## config.mk

```make
export PLATFORM = sky130hd
export DESIGN_NAME = bg_tile_renderer_flat
export DESIGN_NICKNAME = d
export VERILOG_FILES = /design/src/rtl/bg_tile_renderer_pkg.sv /design/src/rtl/bg_tile_renderer_if.sv /design/src/rtl/bg_tile_addr.sv /design/src/rtl/bg_tile_renderer.sv /design/src/flat_wrapper.sv
export SDC_FILE = /design/constraint.sdc
export NUM_CORES = 1
export LEC_CHECK = 0
export ABC_AREA = 1
export CAP_MARGIN = 20
export CORE_MARGIN = 8
export CORE_UTILIZATION = 45
export DETAILED_ROUTE_END_ITERATION = 6
export PLACE_DENSITY = 0.86
export RECOVER_POWER = 50
export SLEW_MARGIN = 20
export SYNTH_ARGS = -nofsm -noshare
export SYNTH_HDL_FRONTEND = slang
export SYNTH_SLANG_ARGS = --single-unit
```

## constraint.sdc

```tcl
create_clock -name clk -period 1.6 [get_ports clk]
set_input_delay 0.16 -clock clk [delete_from_list [all_inputs] [get_ports clk]]
set_output_delay 0.16 -clock clk [all_outputs]
set_load 0.05 [all_outputs]
```

## src/rtl/bg_tile_renderer_pkg.sv

```systemverilog
// Shared constants, tile-word layout and pipeline tag types for the background tile renderer.
`timescale 1ns/1ps
package bg_pkg;
   localparam int TILE_W    = 16;
   localparam int TILE_H    = 16;
   localparam int TILE_COLS = 40;
   localparam int TILE_ROWS = 30;
   localparam int SCREEN_W  = 640;
   localparam int SCREEN_H  = 480;
   localparam int PIPE_LAT  = 4;

   localparam int TW_COL_LSB = 0;
   localparam int TW_ROW_LSB = 3;
   localparam int TW_XFLIP   = 6;
   localparam int TW_YFLIP   = 7;
   localparam int TW_EN      = 8;

   typedef struct packed {
      logic       en;
      logic       y_flip;
      logic       x_flip;
      logic [2:0] row;
      logic [2:0] col;
   } tile_word_t;

   typedef struct packed {
      logic       valid;
      logic [9:0] x;
      logic [9:0] y;
   } pix_tag_t;

   function automatic tile_word_t decode_tile(input logic [8:0] w);
      tile_word_t t;
      t.col    = w[TW_COL_LSB +: 3];
      t.row    = w[TW_ROW_LSB +: 3];
      t.x_flip = w[TW_XFLIP];
      t.y_flip = w[TW_YFLIP];
      t.en     = w[TW_EN];
      return t;
   endfunction
endpackage

```

## src/rtl/bg_tile_renderer_if.sv

```systemverilog
// Memory-side bus of the renderer: tile-map RAM port B and sprite-sheet ROM.
`timescale 1ns/1ps
interface bg_tile_renderer_if;
   // en qualifies addr for one cycle; data returns one clock later. No ready, no back-pressure.
   logic        tile_ram_en;
   logic [15:0] tile_ram_addr;
   logic [31:0] tile_ram_data;
   logic        sheet_en;
   logic [13:0] sheet_addr;
   logic [11:0] sheet_data;

   modport master (
      output tile_ram_en, tile_ram_addr, sheet_en, sheet_addr,
      input  tile_ram_data, sheet_data
   );

   modport slave (
      input  tile_ram_en, tile_ram_addr, sheet_en, sheet_addr,
      output tile_ram_data, sheet_data
   );
endinterface

```

## src/rtl/bg_tile_addr.sv

```systemverilog
// Scroll wrap and tile-map index: xs = (x + offset) mod 640, index = row*40 + col.
`timescale 1ns/1ps
module bg_tile_addr
   import bg_pkg::*;
(
   input  logic [9:0]  x,
   input  logic [9:0]  y,
   input  logic [3:0]  x_offset,
   output logic [15:0] tile_addr,
   output logic [3:0]  px,
   output logic [3:0]  py
);
   logic [10:0] xs_raw;
   logic [10:0] xs;
   logic [5:0]  col;
   logic [4:0]  row;
   logic        unused_bits;

   assign xs_raw = {1'b0, x} + {7'd0, x_offset};
   assign xs     = (xs_raw >= 11'(SCREEN_W)) ? xs_raw - 11'(SCREEN_W) : xs_raw;
   assign col    = xs[9:4];
   assign row    = y[8:4];
   assign px     = xs[3:0];
   assign py     = y[3:0];

   assign tile_addr   = 16'(row) * 16'(TILE_COLS) + 16'(col);
   assign unused_bits = ^{xs[10], y[9]};
endmodule

```

## src/rtl/bg_tile_renderer.sv

```systemverilog
// Background tile renderer: 4-stage pixel pipeline, one pixel per clock, no stalls.
// Optional `BG_TRANSPARENCY_EN: sheet pixels equal to COLOR_KEY fall through to the backdrop.
`timescale 1ns/1ps
module bg_tile_renderer
   import bg_pkg::*;
#(
   parameter logic [11:0] BACKDROP_RGB = 12'h000,
   parameter logic [11:0] COLOR_KEY    = 12'hF0F
) (
   input  logic                      clk,
   input  logic                      reset,
   input  logic                      video_on,
   input  logic [9:0]                x,
   input  logic [9:0]                y,
   input  logic [3:0]                bg_x_offset,
   bg_tile_renderer_if.master        mem,
   output logic [11:0]               rgb,
   output logic                      bg_hit,
   output logic                      pixel_valid,
   output logic [9:0]                out_x,
   output logic [9:0]                out_y
);
   logic [15:0] addr_c;
   logic [3:0]  px_c, py_c;
   logic        vis_c;
   pix_tag_t    a_tag, b_tag, c_tag, d_tag;
   logic [3:0]  a_px, a_py, b_px, b_py;
   tile_word_t  tw;
   logic [3:0]  fx, fy;
   logic        d_draw;
   logic        opaque;
   logic [11:0] rgb_c;
   logic        unused_tile_bits;

   bg_tile_addr u_addr (
      .x         (x),
      .y         (y),
      .x_offset  (bg_x_offset),
      .tile_addr (addr_c),
      .px        (px_c),
      .py        (py_c)
   );

   assign vis_c = video_on & (y < 10'(SCREEN_H));

   // Stage A: tile-map request
   always_ff @(posedge clk or negedge reset) begin
      if (!reset) begin
         mem.tile_ram_addr <= '0;
         mem.tile_ram_en   <= 1'b0;
         a_tag             <= '0;
         a_px              <= '0;
         a_py              <= '0;
      end else begin
         mem.tile_ram_addr <= addr_c;
         mem.tile_ram_en   <= vis_c;
         a_tag             <= '{valid: vis_c, x: x, y: y};
         a_px              <= px_c;
         a_py              <= py_c;
      end
   end

   // Stage B: RAM read in progress
   always_ff @(posedge clk or negedge reset) begin
      if (!reset) begin
         b_tag <= '0;
         b_px  <= '0;
         b_py  <= '0;
      end else begin
         b_tag <= a_tag;
         b_px  <= a_px;
         b_py  <= a_py;
      end
   end

   // Stage C: flips mirror within the 16x16 cell, so 15-p is just the bitwise inverse
   assign tw = decode_tile(mem.tile_ram_data[8:0]);
   assign fx = tw.x_flip ? ~b_px : b_px;
   assign fy = tw.y_flip ? ~b_py : b_py;
   assign unused_tile_bits = ^mem.tile_ram_data[31:9];

   always_ff @(posedge clk or negedge reset) begin
      if (!reset) begin
         mem.sheet_addr <= '0;
         mem.sheet_en   <= 1'b0;
         c_tag          <= '0;
      end else begin
         mem.sheet_addr <= {tw.row, fy, tw.col, fx};
         mem.sheet_en   <= b_tag.valid & tw.en;
         c_tag          <= b_tag;
      end
   end

   // Stage D: ROM read in progress
   always_ff @(posedge clk or negedge reset) begin
      if (!reset) begin
         d_tag  <= '0;
         d_draw <= 1'b0;
      end else begin
         d_tag  <= c_tag;
         d_draw <= mem.sheet_en;
      end
   end

`ifdef BG_TRANSPARENCY_EN
   assign opaque = d_draw & (mem.sheet_data != COLOR_KEY);
`else
   assign opaque = d_draw;
   logic unused_key;
   assign unused_key = ^COLOR_KEY;
`endif

   always_comb begin
      rgb_c = 12'h000;
      if (d_tag.valid) begin
         rgb_c = opaque ? mem.sheet_data : BACKDROP_RGB;
      end
   end

   // Stage E: output register
   always_ff @(posedge clk or negedge reset) begin
      if (!reset) begin
         rgb         <= '0;
         bg_hit      <= 1'b0;
         pixel_valid <= 1'b0;
         out_x       <= '0;
         out_y       <= '0;
      end else begin
         rgb         <= rgb_c;
         bg_hit      <= opaque;
         pixel_valid <= d_tag.valid;
         out_x       <= d_tag.x;
         out_y       <= d_tag.y;
      end
   end
endmodule

```

## src/flat_wrapper.sv

```systemverilog
// flat-port wrapper written by rule: the top's interface ports become plain ports
module bg_tile_renderer_flat import bg_pkg::*;
#(
   parameter logic [11:0] BACKDROP_RGB = 12'h000,
   parameter logic [11:0] COLOR_KEY    = 12'hF0F
)
  (clk, reset, video_on, x, y, bg_x_offset, rgb, bg_hit, pixel_valid, out_x, out_y, mem_tile_ram_en, mem_tile_ram_addr, mem_sheet_en, mem_sheet_addr, mem_tile_ram_data, mem_sheet_data);
  bg_tile_renderer_if mem_i ();
  input  logic clk;
  input  logic reset;
  input  logic video_on;
  input  logic [9:0] x;
  input  logic [9:0] y;
  input  logic [3:0] bg_x_offset;
  output logic [11:0] rgb;
  output logic bg_hit;
  output logic pixel_valid;
  output logic [9:0] out_x;
  output logic [9:0] out_y;
  output wire logic [$bits(mem_i.tile_ram_en)-1:0] mem_tile_ram_en;
  output wire logic [$bits(mem_i.tile_ram_addr)-1:0] mem_tile_ram_addr;
  output wire logic [$bits(mem_i.sheet_en)-1:0] mem_sheet_en;
  output wire logic [$bits(mem_i.sheet_addr)-1:0] mem_sheet_addr;
  input wire logic [$bits(mem_i.tile_ram_data)-1:0] mem_tile_ram_data;
  input wire logic [$bits(mem_i.sheet_data)-1:0] mem_sheet_data;
  assign mem_tile_ram_en = mem_i.tile_ram_en;
  assign mem_tile_ram_addr = mem_i.tile_ram_addr;
  assign mem_sheet_en = mem_i.sheet_en;
  assign mem_sheet_addr = mem_i.sheet_addr;
  assign mem_i.tile_ram_data = mem_tile_ram_data;
  assign mem_i.sheet_data = mem_sheet_data;
  bg_tile_renderer #(.BACKDROP_RGB(BACKDROP_RGB), .COLOR_KEY(COLOR_KEY)) u_core (.clk(clk), .reset(reset), .video_on(video_on), .x(x), .y(y), .bg_x_offset(bg_x_offset), .mem(mem_i), .rgb(rgb), .bg_hit(bg_hit), .pixel_valid(pixel_valid), .out_x(out_x), .out_y(out_y));
endmodule
```

==> results.md, run 1 <==
* Ys Warns at 0
* Arr. time, crit path at 2.80 ns
* Initial DRC count at 191
* Period minus WS final at 2.37 ns
* # setup viols final at 8
* #FFs+latches synth at 154
* Largest net degree at the start of global routing at 50
* Cells after Synth at 355
* Startpoint types: primary input
* HP Class: in2reg
* Slew HR at 17.6%
* Fmax at 422 MHz
* Detail Placement HPWL at 7350 microns
* Worst VDD drop at 0.000834 V
* Clock latency on the worst-skew pair at 0.51 ns
* RD Place Congestion at 0.799
* Share of post-route cells with drive strength above 1 at 37.6%
* Total chip power at 9.90 mW
* Inserted Clock Buffers at 17
* H-tree Lvls at 4
* Final Max Slew Viols at 0
* PwrDens at 1340 mW/mm^2
* DIE AREA at 0.0148 sq mm
* Root Driver: clkbuf_8
* Clock skew at 0.00653 ns
* Num Clock Sinks at 154
* DR WL/cell at 16.4 microns
* P_sw at 2.53 mW
* Wire length of the first global-routing pass at 18200 microns
* PnR worst setup slack at -0.771 ns
* Combinational share of power at 16.4%
* Period utilisation layout at 148%
* Leak pwr at 3.65 nW
* GRT Util Overall at 16.2%
* Syn Std Cell Area at 0.00502 sq mm
* Die height at 122 microns
* Initial antenna violation count at 2
* Crit Path Max Fanout at 4
* Vias per cell at 4.55
* Final number of hold-violating endpoints at 0
* Violated checks: negative setup slack
* Clock slew at reported path FFs at 0.06 ns
* PortBufs at 109
* Clock power frac at 40.5%
* DR DRC count at 0
* Sequential fraction of design power at 43.1%
* Drt total wl at 11300 microns
* Sw Share at 25.5%
* Total grt overflow at 0
* Fillers at 711
* Chip width at 122 microns
* Clock buffer depth at 2
* Crit. End Element: flop
* Fin nets at 628
* Row cnt at 38
* Total number of vias at 3146
* Sequential-to-total area share from yosys stat at 76.8%
* Maxcap violations at 0
* Status: finished, violations left
* Kind of critical path: in2reg
* TNS Setup at -5.00 ns
* CTS tree: done
* RSZ-0062 raised after global routing: yes
* Synth-to-Final Area Change at 46.8%
* P_int at 7.37 mW
* Syn Area/Cell at 14.1 sq um
* DRT antenna net count at 0
* CP Data Required Time at 2.03 ns
* Ant. Diodes at 0
* I/O pins at 137
* Starting Density at 46.3%
* First drt pass iteration count at 4
* Core area at 0.0108 sq mm
* Measured slew at the worst slew-check pin at 1.24 ns
* Vias in the first global route at 3636
* Synth unique cells at 26
[registers in the layout, indices dropped and copies added, names as in the netlist, 10 cells and up]
name and count:
u_core.d_tag 21, u_core.out_x 10, u_core.mem.sheet_addr 14, u_core.mem.tile_ram_addr 12, u_core.rgb 12, u_core.c_tag 21
u_core.a_tag 20, u_core.out_y 10, u_core.b_tag 21
[cells in the mapped netlist (all sizes together)]
master	n	area share [%]
dfrtp	154	77
nand2	56	5.0
inv	45	3.4
nor2	28	2.4
nand3	18	2.2
xor2	15	2.6
ha	14	3.5
buf	5	0.75
a21oi	3	0.37
fa	3	1.2
nand3b	3	0.45
nand4	3	0.37
o21ai	3	0.30
a31oi	1	0.12
clkbuf	1	0.075
clkinv	1	0.17
conb	1	0.075
xnor2	1	0.17
[stage by stage]
step           cell area, sq um  cells  util, %  setup WS, ns  hold slack (ns)
4_1_cts                    7340    690     67.8        -0.679           0.0621
5_1_grt                    7370    691     68.0        -0.868          -0.0202
3_3_place_gp               6520    646     60.1         -1.65            0.116
2_1_floorplan              5090    359        -         -1.05           -0.136
6_report                   7370    691     68.0        -0.771          0.00450
3_5_place_dp               6520    646     60.1         -1.79            0.129
[path summary, 6_finish.rpt]
| kind | startpoint | end | slack [ns] | depth (start not counted) |
|---|---|---|---|---|
| worst min-delay path | x[7] | u_core.a_tag[17]$_DFF_PN0_ | 0.004 | 2 |
| min in group asynchronous | reset | u_core.a_px[0]$_DFF_PN0_ | 0.48 | 2 |
| worst max-delay path | bg_x_offset[3] | u_core.mem.tile_ram_addr[6]$_DFF_PN0_ | -0.77 | 20 |
| worst max register to register | u_core.d_draw$_DFF_PN0_ | u_core.rgb[9]$_DFF_PN0_ | 0.69 | 2 |
| max in group asynchronous | reset | u_core.out_x[2]$_DFF_PN0_ | 0.22 | 3 |
| worst min register to register | u_core.b_tag[4]$_DFF_PN0_ | u_core.c_tag[4]$_DFF_PN0_ | 0.35 | 0 |
[cell type report]
cell class / count / area (sq um) / share of cell area, %
multi-input cells: 153 / 1150 / 15.7
clock buffers: 23 / 497 / 6.74
repair buffers: 168 / 1400 / 19.0
clock inverters: 7 / 113 / 1.53
flip-flops and latches: 154 / 3850 / 52.3
well taps: 140 / 175 / 2.38
inverters: 46 / 178 / 2.41
[metal layers]
layer  share of wire, %  wire [microns]  global-route usage [%]  vias up
li1                   -               -                       -     1449
met1                 36            4100                    16.8     1557
met2                 54            6120                    28.9      111
met3                7.1             805                    6.15       25
met4                2.3             257                    6.94        4
met5               0.21              24                       0        -
[layout by cell type, fill, tap and decap left out, types with 8 or more instances in the layout]
| cell | synthesis | layout |
|---|---|---|
| clkdlybuf4s50_1 | 0 | 19 |
| xor2_1 | 15 | 15 |
| nand2_1 | 43 | 31 |
| inv_1 | 42 | 37 |
| nand3_2 | 4 | 8 |
| nor2_1 | 25 | 24 |
| buf_4 | 5 | 105 |
| inv_2 | 3 | 8 |
| dlygate4sd3_1 | 0 | 21 |
| nand3_1 | 14 | 9 |
| nand2_2 | 11 | 22 |
| dfrtp_1 | 154 | 154 |
| clkbuf_16 | 0 | 16 |
[timing repair]
action,in CTS,in global routing
hold buffers,6,0
resized for setup,51,12
setup endpoints to repair,8,8
buffers inserted,8,1
hold endpoints to repair,141,0
pin swaps,18,10
[kinds of logic (layout without fill, tap and decap cells)]
| family | count (synthesis) | count (layout) | synth area share (%) |
|---|---|---|---|
| flip-flops | 154 | 154 | 76.8 |
| adder cells (fa/ha/maj) | 17 | 17 | 4.69 |
| other | 1 | 5 | 0.0747 |
| AND/OR/NAND/NOR | 108 | 108 | 10.5 |
| AO/OA/AOI/OAI | 7 | 7 | 0.798 |
| XOR/XNOR | 16 | 16 | 2.79 |
| buffers and inverters | 52 | 244 | 4.36 |
[power by group through the flow]
stage          logic [mW]  registers [mW]  clock network, mW
2_1_floorplan       0.354            4.78                  0
3_3_place_gp         1.46            4.32                  0
3_5_place_dp         1.50            4.33                  0
4_1_cts              1.60            4.28               4.09
5_1_grt              1.73            4.29               4.27
6_report             1.62            4.27               4.01
[worst max-delay path: stages]
cell	delay [ns]
clkdlybuf4s15_1	0.21
ha_4	0.34
nand2_2	0.06
nor2_1	0.13
nand3_2	0.11
nand3_2	0.10
nand2_2	0.08
ha_4	0.16
nand3b_1	0.17
nand2_2	0.10
clkinv_4	0.08
nand2_4	0.08
nand2_2	0.05
nand2_2	0.07
ha_4	0.21
a21oi_2	0.14
inv_2	0.06
a31oi_4	0.20
buf_6	0.13
xor2_1	0.14
Power figures use the tool's default switching activity.
==> run 2, diff against run 1 <==
GPL_ROUTABILITY_DRIVEN = 0   (was default)
==> run 2 against run 1 <==
The flow still finishes with violations (negative setup slack); clock skew down 0.00082 ns; clock-buffer cell count stayed put; worst setup slack got worse by 0.12 ns; sequential power hardly changed; die area stayed put; first-iteration DRC count up 44%; maximum frequency decreased by 4.9%; via count grew 3.5%; critical path type unchanged.
==> results.md, run 2 (synthesis gave the netlist of run 1 again) <==
* Status: finished, violations left
* Violated checks: negative setup slack
* # setup viols final at 8 (unchanged)
* Largest net degree at the start of global routing at 55 (+10%)
* Crit Path Max Fanout at 4 (unchanged)
* PnR worst setup slack at -0.893 ns (-0.123 ns)
* Root Driver: clkbuf_8
* CP dominant cell by count: nand2_2
* Post-Place Cells at 645 (-0.15%)
* Worst path slowest cell: fa_2
* Clock latency on the worst-skew pair at 0.52 ns (about the same)
* Clock buffer depth at 2 (unchanged)
* Row cnt at 38 (unchanged)
* Maxcap violations at 0 (unchanged)
* CP Data Required Time at 2.03 ns (about the same)
* Worst VDD drop at 0.000873 V (+4.6%)
* CTS tree: done
* RR Endpoint: u_core.rgb[6]$_DFF_PN0_
* Total grt overflow at 0 (unchanged)
* Initial DRC count at 275 (+44%)
* First drt pass iteration count at 4 (unchanged)
* Flop-to-flop setup slack at 0.66 ns (-0.03 ns)
* Num Clock Sinks at 154 (unchanged)
* FF-to-FF Start: u_core.d_tag[20]$_DFF_PN0_
* Starting Density at 46.3% (unchanged)
* Final number of hold-violating endpoints at 0 (unchanged)
* PortBufs at 109 (unchanged)
* Inserted Clock Buffers at 17 (unchanged)
* Drt total wl at 12300 microns (+8.6%)
* Crit-path cells: buf_6 -> ha_4 -> inv_2 -> fa_2 -> inv_2 -> nand3_2 -> nand2_2 -> nand2_1 -> nand2_2 -> nand2_4 -> ha_4 -> nand3b_1 -> nand2_2 -> clkinv_4 -> nand2_4 -> nand2_2 -> nand2_2 -> ha_4 -> a21oi_4 -> inv_2 -> a31oi_4 -> buf_6 -> xor2_1
* DRT antenna net count at 0 (unchanged)
* Core area at 0.0108 sq mm (unchanged)
* Die height at 122 microns (unchanged)
* Commonest cells after routing, fill and taps aside: dfrtp_1, buf_4, inv_1, nand2_1, nand2_2
* DP Worst Slack at -1.81 ns (-0.0161 ns)
* Chip width at 122 microns (unchanged)
* Commonest non-fill, non-tap cell in the layout: dfrtp_1
* WL met1 at 4400 microns (+7.4%)
* Crit. End Element: flop
* Met3 wire length at 1100 microns (+36%)
* Kind of critical path: in2reg
* DR DRC count at 0 (unchanged)
* HP Class: in2async
* Delay of the slowest critical-path stage at 0.35 ns (about the same)
* Worst path bufs/invs at 6 (+2)
* RSZ-0062 raised after global routing: yes
* PwrDens at 1310 mW/mm^2 (-2.8%)
* Period utilisation layout at 156% (+7.7 points)
* Detail Placement HPWL at 7290 microns (-0.84%)
* DR WL/cell at 17.5 microns (+6.8%)
* Total number of vias at 3255 (+3.5%)
* Clock skew at 0.00571 ns (-0.000819 ns)
* Biggest registers after layout: u_core.b_tag: 21 flops, u_core.c_tag: 21 flops, u_core.d_tag: 21 flops
* Fin nets at 637 (+1.4%)
* Vias per cell at 4.63 (+1.7%)
* Arr. time, crit path at 2.92 ns (+0.12 ns)
* I/O pins at 137 (unchanged)
* Top layer in use: met5
* Final Max Slew Viols at 0 (unchanged)
* Met2 routed WL at 6400 microns (+4.5%)
* Leak pwr at 3.69 nW (+1.0%)
* Share of post-route cells with drive strength above 1 at 39.1% (+1.6 points)
* Fmax at 401 MHz (-4.9%)
* CP delay by family, top: simple AND/OR/NAND/NOR gates
* Wire length of the first global-routing pass at 18600 microns (+2.3%)
* DIE AREA at 0.0148 sq mm (unchanged)
* Initial antenna violation count at 3 (+1)
* Layout Cells excl Fill at 703 (+1.7%)
* Synth-to-Final Area Change at 47.9%
* Period minus WS final at 2.49 ns (+0.123 ns)
* Vias in the first global route at 3615 (-0.58%)
* GRT Util Overall at 16.7% (+0.45 points)
* H-tree Lvls at 4 (unchanged)
* Depth of the worst register-to-register path at 2 (unchanged)
* Clock slew at reported path FFs at 0.06 ns (about the same)
* Startpoint types: primary input
* Post-layout instance area at 0.00742 sq mm (+0.75%)
* Cell Area, Placed at 0.00651 sq mm (-0.12%)
-- run 2: cell count changes in the layout (fill, tap and decap cells not counted), moves of 2 or more --
cell,change
nor2_2,+2
clkbuf_1,+2
nor2_1,-2
clkbuf_4,-2
clkbuf_8,-3
clkinv_2,+4
nand2_1,-2
clkdlybuf4s50_1,+2
nand2_2,+2
buf_4,+11
-- run 2: worst max path at each step --
| stage | start | end | slack, ns | depth (start not counted) |
|---|---|---|---|---|
| floorplan | x[0] | u_core.mem.tile_ram_addr[9]$_DFF_PN0_ | -1.05 | 21 |
| global placement | x[0] | u_core.mem.tile_ram_addr[9]$_DFF_PN0_ | -1.63 | 22 |
| detailed placement | x[0] | u_core.mem.tile_ram_addr[8]$_DFF_PN0_ | -1.81 | 22 |
| CTS | bg_x_offset[0] | u_core.mem.tile_ram_addr[9]$_DFF_PN0_ | -0.74 | 23 |
| global route | bg_x_offset[0] | u_core.mem.tile_ram_addr[6]$_DFF_PN0_ | -1.0 | 23 |
| finish | bg_x_offset[0] | u_core.mem.tile_ram_addr[6]$_DFF_PN0_ | -0.89 | 23 |
-- run 2: where the power goes --
group	switching, mW	total, mW	internal, mW
clock	1.42	3.74	2.32
combinational	1.06	1.69	0.632
sequential	0.102	4.27	4.17
total	2.57	9.69	7.12
-- run 2: repair_timing --
item | 4_1_cts | 5_1_grt
setup endpoints to repair | 8 | 8
endpoints found under the hold margin | 159 | 1
resized for setup | 38 | 28
hold buffers | 6 | 1
setup buffers | 14 | 4
pin swaps | 20 | 16
cloned | 0 | 0
-- run 2: final cells by class --
class,count,area [sq um]
tap,140,175
clock buffer,23,467
sequential,154,3850
clock inverter,9,95.1
timing repair buffer,177,1470
inverter,46,178
fill,708,3420
multi-input combinational,153,1180
antenna,1,2.50
-- run 2: metal layers --
metal / global-route usage, % / vias up
li1: - / 1468
met1: 17.0 / 1595
met2: 28.8 / 147
met3: 7.27 / 41
met4: 8.33 / 4
met5: 0 / -
-- run 2: metrics by stage --
step / util [%] / hold WS, ns / TNS [ns] / total power, mW
after floorplan: - / -0.136 / -7.39 / 5.14
after global placement: 60.1 / 0.126 / -13.22 / 5.77
after detailed placement: 60.1 / 0.131 / -14.62 / 5.83
after CTS: 67.5 / 0.0496 / -4.92 / 9.69
after global routing: 68.5 / 0.129 / -6.92 / 10.1
final: 68.5 / 0.158 / -6.17 / 9.69
